`config.mk`:
```
export PLATFORM = sky130hd
export DESIGN_NAME = fixed_square
export DESIGN_NICKNAME = d
export VERILOG_FILES = /design/src/rtl/fixed_square.sv
export SDC_FILE = /design/constraint.sdc
export NUM_CORES = 1
export LEC_CHECK = 0
export CAP_MARGIN = 10
export CORE_ASPECT_RATIO = 0.8
export CORE_MARGIN = 8
export CORE_UTILIZATION = 59
export CTS_CLUSTER_DIAMETER = 60
export DETAILED_ROUTE_END_ITERATION = 10
export PLACE_DENSITY = 0.87
export REMOVE_ABC_BUFFERS = 1
export SETUP_SLACK_MARGIN = 0.3
export SLEW_MARGIN = 25
export SYNTH_ARGS = -nofsm -noshare
export SYNTH_HDL_FRONTEND = slang
export SYNTH_SLANG_ARGS = --single-unit
```
`constraint.sdc`:
```
create_clock -name clk -period 4.3 [get_ports clk]
set_input_delay 0.86 -clock clk [delete_from_list [all_inputs] [get_ports clk]]
set_output_delay 0.86 -clock clk [all_outputs]
set_load 0.02 [all_outputs]
```
`src/rtl/fixed_square.sv`:
```
// fixed_square: iterative shift-add squarer for unsigned Q8.8 operands.
// Produces the full Q16.16 square plus a saturated 8-bit integer square.
// Each request takes exactly 16 CALC steps, then one DONE cycle.
// Optional build macro: FIXED_SQUARE_ROUND_EN rounds the integer result half up
// before saturation; without it the integer result is truncated.
module fixed_square (
  input  logic        clk,
  input  logic        rst,
  input  logic        start,
  input  logic [15:0] in,
  output logic        busy,
  output logic        done,
  output logic [31:0] sq,
  output logic [7:0]  out,
  output logic        ovf
);

  typedef enum logic [1:0] {
    IDLE = 2'd0,
    CALC = 2'd1,
    DONE = 2'd2
  } state_t;

  state_t      state_r;
  state_t      state_s;
  logic        accept_s;
  logic [31:0] mcand_r;
  logic [15:0] mplr_r;
  logic [31:0] acc_r;
  logic [4:0]  cnt_r;
  logic [31:0] addend_s;
  logic [16:0] r_s;
  logic        ovf_s;
  logic        busy_r;
  logic        done_r;
  logic [31:0] sq_r;
  logic [7:0]  out_r;
  logic        ovf_r;

  assign busy = busy_r;
  assign done = done_r;
  assign sq   = sq_r;
  assign out  = out_r;
  assign ovf  = ovf_r;

  // Next-state logic; a start coinciding with the done pulse is not accepted.
  always_comb begin
    state_s  = state_r;
    accept_s = 1'b0;
    case (state_r)
      IDLE: begin
        if (start && !done_r) begin
          accept_s = 1'b1;
          state_s  = CALC;
        end else begin
          state_s  = IDLE;
        end
      end
      CALC: begin
        if (cnt_r == 5'd15) begin
          state_s = DONE;
        end else begin
          state_s = CALC;
        end
      end
      DONE:    state_s = IDLE;
      default: state_s = IDLE;
    endcase
  end

  // Partial product for this step and the rounded/truncated integer candidate.
  always_comb begin
    addend_s = 32'd0;
    if (mplr_r[0]) begin
      addend_s = mcand_r << cnt_r;
    end else begin
      addend_s = 32'd0;
    end
`ifdef FIXED_SQUARE_ROUND_EN
    r_s = {1'b0, acc_r[31:16]} + {16'd0, acc_r[15]};
`else
    r_s = {1'b0, acc_r[31:16]};
`endif
    ovf_s = (r_s > 17'd255);
  end

  // State register.
  always_ff @(posedge clk) begin
    if (rst) begin
      state_r <= IDLE;
    end else begin
      state_r <= state_s;
    end
  end

  // Datapath and registered outputs; latency is fixed, no early exit on mplr==0.
  always_ff @(posedge clk) begin
    if (rst) begin
      mcand_r <= 32'd0;
      mplr_r  <= 16'd0;
      acc_r   <= 32'd0;
      cnt_r   <= 5'd0;
      busy_r  <= 1'b0;
      done_r  <= 1'b0;
      sq_r    <= 32'd0;
      out_r   <= 8'd0;
      ovf_r   <= 1'b0;
    end else begin
      busy_r <= (state_r != IDLE);
      done_r <= (state_r == DONE);
      case (state_r)
        IDLE: begin
          if (accept_s) begin
            mcand_r <= {16'd0, in};
            mplr_r  <= in;
            acc_r   <= 32'd0;
            cnt_r   <= 5'd0;
          end
        end
        CALC: begin
          acc_r  <= acc_r + addend_s;
          mplr_r <= mplr_r >> 1;
          cnt_r  <= cnt_r + 5'd1;
        end
        DONE: begin
          sq_r  <= acc_r;
          ovf_r <= ovf_s;
          if (ovf_s) begin
            out_r <= 8'hFF;
          end else begin
            out_r <= r_s[7:0];
          end
        end
        default: begin
          cnt_r <= 5'd0;
        end
      endcase
    end
  end

endmodule

```
==> flow_metrics.env <==
export IMPL_detailed_place_hpwl_um=13700
export IMPL_path_delay_family="compound AO/OA/AOI/OAI gates"
export IMPL_critical_path_buf_inv_count=1
export IMPL_power_density_mw_per_mm2=311
export IMPL_clock_skew_final_ns=0.00955
export IMPL_antenna_left=0
export IMPL_min_delay_path_class="register to register"
export IMPL_vdd_ir_drop_max_mv=0.252
export IMPL_pre_cts_slack_ns=0.151
export IMPL_p_leak_uw=0.00321
export IMPL_layout_commonest_cell="nand2_1"
export IMPL_wl_per_cell_um=17.3
export IMPL_r2r_slack_ns=0.48
export IMPL_multi_input_area_mm2=0.00446
export IMPL_arrival_ns=4.18
export IMPL_synthToLayoutAreaGrowth_pct=19.1
export IMPL_cts_made_buffers=17
export IMPL_grt_pass1_wl_um=31200
export IMPL_drt_vias_per_instance=6.25
export IMPL_antenna_found_initial=0
export IMPL_crit_chain="buf_4, mux2_2, mux2i_1, o22a_1, o21ai_0, a22oi_1, nor2b_1, ha_2, a21o_1, a21o_1, a21oi_2, o21ai_0, a21o_1, or3_1, nand3_1"
export IMPL_syn_area_mm2=0.00702
export IMPL_path_clk_slew_ns=0.06
export IMPL_finalCoreUtilization_pct=72.3
export IMPL_async_reset_ff_share_pct=0
export IMPL_io_buffers=61
export IMPL_clk_latency_ns=0.42
export IMPL_routed_wl_um=19300
export IMPL_fp_row_count=35
export IMPL_maxCapViolations=0
export IMPL_netlist_area_leader_share_pct=32.5
export IMPL_yosysWarnings=0
export IMPL_cp_end_kind="register"
export IMPL_drtIter0Drc=857
export IMPL_final_hold_violation_count=0
export IMPL_hold_start="ovf"
export IMPL_crit_required_ns=4.66
export IMPL_worstPathMaxFanout=16
export IMPL_ys_top_cells_by_area="dfxtp_1 33%, nand2_1 8.9%, a21oi_1 6.7%"
export IMPL_r2r_cells=15
export IMPL_cpMostUsedCell="a21o_1"
export IMPL_period_share_pct=88.9
export IMPL_grt_pass1_vias=6319
export IMPL_post_cts_buffers=0
export IMPL_cts_tree="yes"
export IMPL_vias=6951
export IMPL_fmax_ghz=0.262
export IMPL_rsz0062_at_grt="yes"
export IMPL_synthCells=912
export IMPL_overflow=0
export IMPL_slew_limit_headroom_pct=47.4
export IMPL_synth_seq_cells=114
export IMPL_diodes=0
export IMPL_yosys_area_top_type="dfxtp_1"
export IMPL_fin_tns_setup_ns=0
export IMPL_fp_dieH_um=114
export IMPL_start_util_pct=60.7
export IMPL_fillers=938
export IMPL_yosysSeqAreaShare_pct=32.5
export IMPL_layout_common_cells="167 x nand2_1, 112 x dfxtp_1, 92 x a21oi_1"
export IMPL_die_area_mm2=0.0157
export IMPL_grt_use_total_pct=24.4
export IMPL_h_tree_depth=4
export IMPL_max_stage_delay_ns=0.45
export IMPL_holdPathEnd="ovf"
export IMPL_cp_start_kind="register"
export IMPL_fin_crit_ns=3.82
export IMPL_layout_drive_gt1_share_pct=11.4
export IMPL_setup_viol=0
export IMPL_hold_path_depth=2
export IMPL_synth_edff_count=0
export IMPL_coreArea_mm2=0.0116
export IMPL_synth_distinct_cells=69
export IMPL_gp_congestion=0.982
export IMPL_critPathSlowestCell="dfxtp_4"
export IMPL_r2r_start="cnt_r[1]"
export IMPL_clockRootBuffer="clkbuf_16"
export IMPL_final_net_count=1004
export IMPL_grt_max_degree=71
export IMPL_register_area_mm2=0.00229
export IMPL_postLayoutSetupSlackWorst_ns=0.478
export IMPL_r2r_end="acc_r[28]"
export IMPL_worst_setup_path_type="register to register"
export IMPL_cts_sinks=114
export IMPL_ys_flop_type="dfxtp_1"
export IMPL_firstDrtPassIters=6
export IMPL_avgSynthCellArea_um2=7.69
export IMPL_report_final_slew_viol_count=0
export IMPL_tightest_slew_ns=0.786
export IMPL_drc=0
export IMPL_outcome="finished, final reports clean"
export IMPL_die_w_um=138
export IMPL_ios=62
export IMPL_cts_path_max_buffers=2
[tightest hold or removal path, stage by stage, from the launching register on]
cell and delay, ns:
dfxtp_1 0.30, nand2_1 0.05, a21oi_1 0.05
[worst max path at each step]
stage                     startpoint        end  slack (ns)  depth (start not counted)
final                       cnt_r[1]  acc_r[28]        0.48                         15
after global routing        cnt_r[1]  acc_r[28]        0.27                         15
after CTS                   cnt_r[1]  acc_r[29]        0.32                         14
after detailed placement    cnt_r[1]  acc_r[29]        0.15                         13
after global placement      cnt_r[1]  acc_r[31]        0.30                         13
after floorplan             cnt_r[0]  acc_r[29]        0.37                         13
[cells by family (layout without fill, tap and decap cells)]
logic type      Yosys count  in the layout  synth area share (%)
simple gates            358            358                  22.3
compound gates          264            264                  25.1
flops                   114            114                  32.5
buf+inv                  86            138                  5.12
mux                      39             39                  6.67
fa+ha+maj                34             34                  6.17
xor+xnor                 17             17                  2.12
[metrics by stage]
step	cell area [um2]	power, uW	hold WS (ns)	cells
2_1_floorplan	6720	1230	0.430	843
3_3_place_gp	7730	1320	0.442	1080
3_5_place_dp	7740	1320	0.445	1080
4_1_cts	8290	2610	0.453	1112
5_1_grt	8360	2680	0.464	1112
6_report	8360	2600	0.449	1112
[flip-flops by register name, indices dropped and copies added, names as in the netlist]
signal   count
mcand_r     16
ovf          1
sq          32
done         1
acc_r       32
busy         1
mplr_r      16
cnt_r        5
state_r      2
out          8
[area by class of cell]
cell class | instances | area share [%]
clock buffer | 18 | 5.26
multi-input combinational | 712 | 53.3
timing repair buffer | 89 | 9.76
sequential | 114 | 27.4
clock inverter | 14 | 1.29
tap | 148 | 2.22
inverter | 17 | 0.764
[where the power goes]
group	internal [uW]	switching (uW)	leakage, uW
Clock	755	540	0.000257
Sequential	1080	21.3	0.000925
Combinational	82.0	125	0.00203
Total	1920	686	0.00321
[Yosys cell counts, drive strengths merged (4+ instances only)]
cell type,instances
mux2i,19
a31oi,13
nand2,167
o211ai,9
nand2b,6
nand3,27
ha,33
or3,7
dfxtp,114
buf,12
nor2,91
nand4,12
nor2b,17
a211o,6
clkbuf,57
o21ai,33
and2,7
or2,4
a22oi,16
xor2,7
nor3,7
mux2,16
a211oi,5
a21o,17
o21a,8
a22o,4
a21oi,95
mux4,4
xnor2,10
a32oi,5
a222oi,15
and3,6
o21bai,6
o31ai,5
inv,17
[metal layers]
layer	part of all wire, %	up-vias	GRT usage [%]
li1	-	3372	-
met5	0	-	0
met3	9.3	31	7.38
met1	45	3249	32.7
met2	44	299	36.3
met4	1.7	0	8.08
[what timing repair did]
| action | 4_1_cts | 5_1_grt |
|---|---|---|
| pin swaps | 0 | 3 |
| hold endpoints to repair | 0 | 0 |
| endpoints found under the setup margin | 11 | 18 |
| hold buffers | 0 | 0 |
| resized for setup | 1 | 18 |
No activity file was read; power rests on OpenSTA's default activity.
